### config.mk
export PLATFORM = sky130hd
export DESIGN_NAME = seven_seg_capture
export DESIGN_NICKNAME = d
export VERILOG_FILES = /design/src/rtl/seven_seg_pkg.sv /design/src/rtl/seven_seg_pat_dec.sv /design/src/rtl/seven_seg_capture.sv
export SDC_FILE = /design/constraint.sdc
export NUM_CORES = 1
export LEC_CHECK = 0
export CORE_AREA = 2 2 99 101
export CTS_BUF_LIST = sky130_fd_sc_hd__clkbuf_8
export DETAILED_ROUTE_END_ITERATION = 8
export DIE_AREA = 0 0 101 103
export DONT_BUFFER_PORTS = 1
export PLACE_DENSITY = 0.65
export SLEW_MARGIN = 25
export SYNTH_ARGS = -nofsm -noshare
export SYNTH_HDL_FRONTEND = slang
export SYNTH_SLANG_ARGS = --single-unit
### constraint.sdc
create_clock -name clk -period 5.31 [get_ports clk]
set_input_delay 1.062 -clock clk [delete_from_list [all_inputs] [get_ports clk]]
set_output_delay 1.062 -clock clk [all_outputs]
set_load 0.01 [all_outputs]
### src/rtl/seven_seg_pkg.sv
// Shared definitions for the multiplexed seven-segment display path.
// Segment patterns are active-high gfedcba; pins carry their inverse.
package seven_seg_pkg;

  localparam int NUM_DIGITS = 4;

  typedef logic [7:0] seg_word_t;

  localparam logic [6:0] SEG_HEX_0 = 7'h3F;
  localparam logic [6:0] SEG_HEX_1 = 7'h06;
  localparam logic [6:0] SEG_HEX_2 = 7'h5B;
  localparam logic [6:0] SEG_HEX_3 = 7'h4F;
  localparam logic [6:0] SEG_HEX_4 = 7'h66;
  localparam logic [6:0] SEG_HEX_5 = 7'h6D;
  localparam logic [6:0] SEG_HEX_6 = 7'h7D;
  localparam logic [6:0] SEG_HEX_7 = 7'h07;
  localparam logic [6:0] SEG_HEX_8 = 7'h7F;
  localparam logic [6:0] SEG_HEX_9 = 7'h6F;
  localparam logic [6:0] SEG_HEX_A = 7'h77;
  localparam logic [6:0] SEG_HEX_B = 7'h7C;
  localparam logic [6:0] SEG_HEX_C = 7'h39;
  localparam logic [6:0] SEG_HEX_D = 7'h5E;
  localparam logic [6:0] SEG_HEX_E = 7'h79;
  localparam logic [6:0] SEG_HEX_F = 7'h71;

endpackage

### src/rtl/seven_seg_pat_dec.sv
// Combinational inverse of the hex segment table: 7-bit active-high pattern to nibble.
// Patterns outside the table yield nibble 0 with err_o set.
module seven_seg_pat_dec
  import seven_seg_pkg::*;
(
  input  logic [6:0] pat_i,
  output logic [3:0] nibble_o,
  output logic       err_o
);

  always_comb begin
    nibble_o = 4'h0;
    err_o    = 1'b0;
    case (pat_i)
      SEG_HEX_0: nibble_o = 4'h0;
      SEG_HEX_1: nibble_o = 4'h1;
      SEG_HEX_2: nibble_o = 4'h2;
      SEG_HEX_3: nibble_o = 4'h3;
      SEG_HEX_4: nibble_o = 4'h4;
      SEG_HEX_5: nibble_o = 4'h5;
      SEG_HEX_6: nibble_o = 4'h6;
      SEG_HEX_7: nibble_o = 4'h7;
      SEG_HEX_8: nibble_o = 4'h8;
      SEG_HEX_9: nibble_o = 4'h9;
      SEG_HEX_A: nibble_o = 4'hA;
      SEG_HEX_B: nibble_o = 4'hB;
      SEG_HEX_C: nibble_o = 4'hC;
      SEG_HEX_D: nibble_o = 4'hD;
      SEG_HEX_E: nibble_o = 4'hE;
      SEG_HEX_F: nibble_o = 4'hF;
      default:   err_o    = 1'b1;
    endcase
  end

endmodule

### src/rtl/seven_seg_capture.sv
// Receive-side capture of a 4-digit multiplexed 7-seg display: synchronise, settle,
// decode each digit into shadow registers, publish the 16-bit value once all four are seen.
module seven_seg_capture
  import seven_seg_pkg::*;
#(
  parameter int SYNC_STAGES    = 2,
  parameter int SETTLE_CYCLES  = 16,
  parameter int TIMEOUT_CYCLES = 1000000
) (
  input  logic        clk,
  input  logic        rst,
  input  logic [3:0]  dig,
  input  logic [7:0]  seg,
  output logic [15:0] num,
  output logic [3:0]  dp,
  output logic        num_valid,
  output logic        frame_err,
  output logic        active
);

  localparam int SW = $clog2(SETTLE_CYCLES + 1);
  localparam int WW = $clog2(TIMEOUT_CYCLES + 1);

  logic [SYNC_STAGES-1:0][3:0] dig_sync_q;
  logic [SYNC_STAGES-1:0][7:0] seg_sync_q;
  logic [3:0]                  ds;
  seg_word_t                   ss;
  logic [11:0]                 prev_q;
  logic [SW-1:0]               settle_q, settle_d;
  logic [WW-1:0]               wd_q, wd_d;
  logic                        active_q, active_d;
  logic                        strobe_ok, stable, capture, timeout, complete;
  logic [1:0]                  dig_idx;
  logic [3:0]                  dec_nib;
  logic                        dec_err;

  logic [NUM_DIGITS-1:0][3:0]  nib_q, nib_d;
  logic [NUM_DIGITS-1:0]       sdp_q, sdp_d;
  logic [NUM_DIGITS-1:0]       serr_q, serr_d;
  logic [NUM_DIGITS-1:0]       mask_q, mask_d;
  logic [15:0]                 num_q;
  logic [3:0]                  dp_q;
  logic                        num_valid_q, frame_err_q;

  always_ff @(posedge clk or posedge rst) begin
    if (rst) begin
      dig_sync_q <= '0;
      seg_sync_q <= '0;
    end else begin
      dig_sync_q <= {dig_sync_q[SYNC_STAGES-2:0], dig};
      seg_sync_q <= {seg_sync_q[SYNC_STAGES-2:0], seg};
    end
  end

  assign ds = dig_sync_q[SYNC_STAGES-1];
  assign ss = seg_sync_q[SYNC_STAGES-1];

  always_comb begin
    strobe_ok = 1'b1;
    dig_idx   = 2'd0;
    case (ds)
      4'b1110: dig_idx = 2'd0;
      4'b1101: dig_idx = 2'd1;
      4'b1011: dig_idx = 2'd2;
      4'b0111: dig_idx = 2'd3;
      default: strobe_ok = 1'b0;
    endcase
  end

  seven_seg_pat_dec u_dec (
    .pat_i    (~ss[6:0]),
    .nibble_o (dec_nib),
    .err_o    (dec_err)
  );

  // The counter saturates at SETTLE_CYCLES, so the SETTLE_CYCLES-1 match fires once per stable period.
  assign stable  = ({ds, ss} == prev_q);
  assign capture = stable && strobe_ok && (settle_q == SW'(SETTLE_CYCLES - 1));
  assign timeout = !capture && (wd_q == WW'(TIMEOUT_CYCLES - 1));
  assign complete = (mask_q == 4'hF);

  always_comb begin
    settle_d = settle_q;
    if (!stable || !strobe_ok) begin
      settle_d = '0;
    end else if (settle_q != SW'(SETTLE_CYCLES)) begin
      settle_d = settle_q + 1'b1;
    end
  end

  always_comb begin
    wd_d     = wd_q;
    active_d = active_q;
    if (capture) begin
      wd_d     = '0;
      active_d = 1'b1;
    end else if (wd_q != WW'(TIMEOUT_CYCLES)) begin
      wd_d = wd_q + 1'b1;
    end
    if (timeout) begin
      active_d = 1'b0;
    end
  end

  // Completion clears the mask before a same-cycle capture starts the next frame.
  always_comb begin
    mask_d = mask_q;
    nib_d  = nib_q;
    sdp_d  = sdp_q;
    serr_d = serr_q;
    if (complete) begin
      mask_d = '0;
    end
    if (timeout) begin
      mask_d = '0;
      serr_d = '0;
    end
    if (capture) begin
      mask_d[dig_idx] = 1'b1;
      nib_d[dig_idx]  = dec_nib;
      sdp_d[dig_idx]  = ~ss[7];
      serr_d[dig_idx] = dec_err;
    end
  end

  always_ff @(posedge clk or posedge rst) begin
    if (rst) begin
      prev_q      <= '0;
      settle_q    <= '0;
      wd_q        <= '0;
      active_q    <= 1'b0;
      mask_q      <= '0;
      nib_q       <= '0;
      sdp_q       <= '0;
      serr_q      <= '0;
      num_q       <= '0;
      dp_q        <= '0;
      num_valid_q <= 1'b0;
      frame_err_q <= 1'b0;
    end else begin
      prev_q      <= {ds, ss};
      settle_q    <= settle_d;
      wd_q        <= wd_d;
      active_q    <= active_d;
      mask_q      <= mask_d;
      nib_q       <= nib_d;
      sdp_q       <= sdp_d;
      serr_q      <= serr_d;
      num_valid_q <= complete;
      frame_err_q <= complete && (|serr_q);
      if (complete && !(|serr_q)) begin
        num_q <= nib_q;
        dp_q  <= sdp_q;
      end
    end
  end

  assign num       = num_q;
  assign dp        = dp_q;
  assign num_valid = num_valid_q;
  assign frame_err = frame_err_q;
  assign active    = active_q;

endmodule
==> out/qor.yml, run 1 <==
antenna_found_initial: 0
hold_buffers: 0
ant_nets: 0
slew_viol_final: 0
yosys_warnings: 0
synth_top_family_by_area: "simple AND/OR/NAND/NOR gates"
netlist_instances: 390
routed_wirelength_mm: 7.86
vias: 2783
fin_crit_sh_pct: 59.6
min_period_ps: 3170
synth_compound_area_share_pct: 4.64
p_leak_nw: 2.32
n_antenna_cell: 0
slowest_stage: "or4_1"
avgViaCountPerCell: 5.49
synth_seq_cells: 112
slew_headroom_pct: 45.3
critical-path-top-delay-family: "simple AND/OR/NAND/NOR gates"
rrSetupSlack_ps: 2140
grt_overflow: 0
end_kind: "flop"
postCtsSetupRepairBufs: 0
syn-mean-instance-area_um2: 12.0
synthSimpleGateAreaFrac_pct: 14.2
synth_top_area_share_pct: 60.1
fmax_mhz: 316
synthXorXnorAreaFrac_pct: 6.57
cp_max_fo: 27
worstHoldPathType: "flop to flop"
worstMarginPinSlew_ps: 819
ctsResizeCount: 0
crit_path_max_incr_delay_ps: 560
clkSinkCount: 112
clockBufferDepth: 2
die_h_um: 103
initial_core_util_pct: 49.3
nets: 407
drc_errors: 0
synth_area_leader_cell: "dfrtp_1"
rsz0062_at_grt: "no"
synth_most_common_cell: "dfrtp_1"
status: "completed"
synthesis.nets: 409
ys_seq_area_share_pct: 60.1
cap_violations: 0
die_x_um: 101
min_to: "ds[0]"
first_pass_iters: 5
synth-adder-area-share_pct: 1.34
io_pins: 37
syn_to_final_growth_pct: 6.14
synthMuxAreaShare_pct: 10.4
min_path_cells: 0
hold_viol: 0
gp_congestion: 0.821
drt_iter0_markers: 157
finClkSkew_ps: 19.3
synth-edff-count: 0
ys.flop_type: "dfrtp_1"
async_flop_share_pct: 100
cts_tree: "yes"
r2r_end: "nib_q[12]"
ys_types: 44
ys_top_cells_by_count: "112 x dfrtp_1, 36 x nor2_1, 31 x mux2_2"
dieArea_um2: 10400
synthTopCellsByArea: "dfrtp_1 60%, mux2_2 7.5%, xor2_1 4.7%"
grt_pass1_wl_mm: 13.2
dpl.hpwl_mm: 5.37
fin_total_pwr_mw: 1.42
hp-start: "dig_sync_q[0]"
worst_ep_required_time_ps: 5570
routedWlPerCell_um: 15.5
reg2reg_from: "ss[0]"
clock_latency_ps: 370
setup_viol_count_final: 0
port_buffers: 0
track_usage_pct: 16.3
path_cells: "xor2_1, or4_1, a2111o_1, nor2_4, nand2_1, mux2_2"
ff2ff_path_depth: 6
grt_pass1_vias: 2619
numCtsBuffers: 9
cts_root_buf: "clkbuf_8"
crit_arrival_ps: 3420
htreeDepth: 3
grt_max_degree: 86
cts.clk_slew.worst_paths_ps: 110
worst-path-buf-inv: 0
ir_drop_mv: 0.149
syn_area_um2: 4670
coreArea_um2: 9460
fin_setup_tns_ps: 0
powerDensity_nw_per_um2: 288
critPathKind: "flop to flop"
drive_gt1_share_pct: 14.0
crit_path_start_kind: "flop"
fp-row-count: 36
-- power breakdown --
part / total, mW / internal [mW] / leakage [nW] / switching, mW
sequential: 0.883 / 0.866 / 1.47 / 0.0167
clock: 0.496 / 0.185 / 0.0997 / 0.311
combinational: 0.0458 / 0.0145 / 0.755 / 0.0314
total: 1.42 / 1.07 / 2.32 / 0.359
-- worst register-to-register path: cells and delay by family, from the launching register on --
family,cells,cell delay (ps)
simple gates,3,1450
compound gates,1,530
flops,1,520
mux,1,350
xor+xnor,1,220
-- placed cells by master (no fill, tap or decap), drive strengths merged, types with 6 or more instances in the layout --
master,Yosys,final
dfrtp,112,112
nand2,27,27
clkbuf,9,9
a21oi,9,9
nor3,6,6
nand3,14,14
mux2,35,35
mux2i,8,8
nor2,37,37
nand4,7,7
nor4,7,7
o21ai,12,12
xor2,25,25
xnor2,10,10
inv,17,22
-- cell type report --
cell class                 count  area [um^2]
sequential                   112         2800
multi-input combinational    246         1730
tap                          114          143
clock inverter                 7         67.6
clock buffer                   9          124
timing repair buffer           2         15.0
fill                         837         4510
inverter                      17         68.8
-- sequential cells by signal, indices dropped and copies added (netlist names), 5 cells and up --
signal,flops
settle_q,5
seg_sync_q,8
ss,8
num,16
nib_q,16
wd_q,20
prev_q,12
-- stage by stage --
| stage | util (%) | instance area [um^2] | cells | setup WS, ps | hold WS [ps] |
|---|---|---|---|---|---|
| 6_report | 52.4 | 4950 | 507 | 2140 | 357 |
| 5_1_grt | 52.4 | 4950 | 507 | 1950 | 366 |
| 4_1_cts | 52.3 | 4950 | 507 | 2160 | 361 |
| 3_5_place_dp | 50.3 | 4760 | 491 | 2190 | 335 |
| 3_3_place_gp | 50.3 | 4760 | 491 | 2210 | 333 |
| 2_1_floorplan | - | 4670 | 390 | 1290 | 331 |
-- worst max-delay path by stage --
stage          startpoint  cells past startpoint         to  slack (ps)
3_5_place_dp        ss[0]                      6  nib_q[14]        2190
4_1_cts             ss[0]                      6  nib_q[15]        2160
3_3_place_gp        ss[0]                      6  nib_q[12]        2210
6_report            ss[0]                      6  nib_q[12]        2140
2_1_floorplan         rst                      1     active        1290
5_1_grt             ss[0]                      6  nib_q[12]        1950
-- layer usage --
metal  global-route usage, %  routed length (um)
met5                       0                   0
met4                    4.05                  48
met3                    4.61                 358
met2                    23.4                3540
met1                    24.5                3920
-- cells by family (layout without fill, tap and decap cells) --
kind of cell / Yosys count / after routing
mux: 43 / 43
simple gates: 128 / 128
buf+inv: 32 / 35
compound gates: 35 / 35
fa+ha+maj: 5 / 5
xor+xnor: 35 / 35
flops: 112 / 112
Power figures use the tool's default switching activity.
==> inputs of run 2 (changes only) <==
- clock period: 5.31 -> 3.2 ns (I/O delays scaled with it)
==> run 2 against run 1 <==
Effect of this change: global-route usage up 0.24 points; via count increased by 1.1%; sequential power grew 65%; critical path type unchanged; critical endpoint is now nib_q[5].
==> out/qor.yml, run 2 (synthesized netlist as in run 1, its figures left out) <==
status: "completed"  # unchanged
dp_cells: 495  # was 491
numCtsBuffers: 9  # unchanged
crit_path_start_kind: "flop"  # unchanged
fin_area_um2: 5000  # was 4950 um^2
ant_nets: 0  # unchanged
drc_errors: 0  # unchanged
place_ws_ps: 438  # was 2190 ps
fmax_mhz: 360  # was 316 MHz
rrSetupSlack_ps: 420  # was 2140 ps
worstMarginPinSlew_ps: 865  # was 819 ps
reg2reg_from: "ss[0]"  # unchanged
fin_util_pct: 52.9  # was 52.4%
hold_buffers: 0  # unchanged
syn_to_final_growth_pct: 7.24  # was 6.14%
dieArea_um2: 10400  # unchanged
routed_wirelength_mm: 7.98  # was 7.86 mm
cp_max_fo: 12  # was 27
cts.clk_slew.worst_paths_ps: 110  # about the same
stdcell_count: 510  # was 507
fin_setup_tns_ps: 0  # unchanged
p_leak_nw: 2.34  # was 2.32 nW
nets: 411  # was 407
track_usage_pct: 16.5  # was 16.3%
port_buffers: 0  # unchanged
slew_headroom_pct: 42.2  # was 45.3%
avgViaCountPerCell: 5.52  # was 5.49
rsz0062_at_grt: "no"  # unchanged
clkSinkCount: 112  # unchanged
die_x_um: 101  # unchanged
postCtsSetupRepairBufs: 0  # unchanged
first_pass_iters: 4  # was 5
ir_drop_mv: 0.282  # was 0.149 mV
cts_root_buf: "clkbuf_8"  # unchanged
ff2ff_path_depth: 5  # was 6
end_kind: "flop"  # unchanged
routedWlPerCell_um: 15.6  # was 15.5 um
crit_arrival_ps: 3040  # was 3420 ps
fin_total_pwr_mw: 2.40  # was 1.42 mW
n_antenna_cell: 0  # unchanged
cts_tree: "yes"  # unchanged
final_common_cell: "dfrtp_1"  # unchanged
clockBufferDepth: 2  # unchanged
coreArea_um2: 9460  # unchanged
io_pins: 37  # unchanged
gp_congestion: 0.788  # was 0.821
dpl.hpwl_mm: 5.52  # was 5.37 mm
regMostFlops: "wd_q"  # unchanged
final_cell_mix: "112 x dfrtp_1, 36 x nor2_1, 31 x mux2_2"  # unchanged
placed_area_um2: 4800  # was 4760 um^2
fp-row-count: 36  # unchanged
regArea_um2: 2800  # unchanged
vias: 2814  # was 2783
fin_crit_sh_pct: 86.8  # was 59.6%
fillers: 810  # was 837
grt_pass1_wl_mm: 13.5  # was 13.2 mm
grt_pass1_vias: 2761  # was 2619
die_h_um: 103  # unchanged
critPathKind: "flop to flop"  # unchanged
slew_viol_final: 0  # unchanged
setup_slack_ps: 421  # was 2140 ps
startpoint: "ss[0]"  # unchanged
clock_latency_ps: 370  # about the same
initial_core_util_pct: 49.3  # unchanged
worst_ep_required_time_ps: 3470  # was 5570 ps
drt_iter0_markers: 250  # was 157
largest_register_ffs: 20  # unchanged
worstHoldPathType: "primary input to asynchronous set/reset pin"  # was flop to flop
grt_overflow: 0  # unchanged
setup_viol_count_final: 0  # unchanged
whs_ps: 287  # was 357 ps
ctsResizeCount: 0  # unchanged
critPathCapture: "nib_q[5]"  # was nib_q[12]
r2r_end: "nib_q[5]"  # was nib_q[12]
grt_max_degree: 54  # was 86
cap_violations: 0  # unchanged
htreeDepth: 3  # unchanged
hold_viol: 0  # unchanged
antenna_found_initial: 0  # unchanged
multi_input_area_um2: 1730  # unchanged
drive_gt1_share_pct: 14.6  # was 14.0%
powerDensity_nw_per_um2: 480  # was 288 nW/um^2
min_period_ps: 2780  # was 3170 ps
finClkSkew_ps: 12.6  # was 19.3 ps
run 2: cell types whose count changed in the layout (fill, tap and decap cells not counted), sizes merged:
cell	change
buf	+4
bufinv	+1
clkinvlp	+2
inv	-4
run 2: where the power goes:
part	switching (mW)	internal, mW	total, mW
Combinational	0.0580	0.0280	0.0860
Clock	0.484	0.372	0.855
Sequential	0.0235	1.44	1.46
run 2: worst min path at each step:
stage                             start            end  cells after the start
after floorplan           dig_sync_q[0]          ds[0]                      0
after global placement    dig_sync_q[0]          ds[0]                      0
after detailed placement  seg_sync_q[2]          ss[2]                      0
after CTS                        seg[4]  seg_sync_q[4]                      0
after global routing             seg[0]  seg_sync_q[0]                      0
final                               rst  seg_sync_q[4]                      1
run 2: cell type report:
class	count	share of cell area, %
Clock inverter	6	1.55
Inverter	17	1.35
Timing Repair Buffer	6	1.15
Sequential cell	112	56.0
Multi-Input combinational cell	246	34.6
Tap cell	114	2.85
Clock buffer	9	2.48
run 2: layer usage:
layer	vias up	global-route usage (%)	wire [um]
li1	1347	-	-
met1	1402	22.8	3840
met2	53	26.3	3800
met3	12	3.32	230
met4	0	5.93	114
met5	-	0	0
run 2: critical path: stages, from the launching register on:
cell and delay [ps]:
dfrtp_1 500, xor2_1 220, or4_1 560, a2111o_1 530
or3_1 510, mux2_1 360
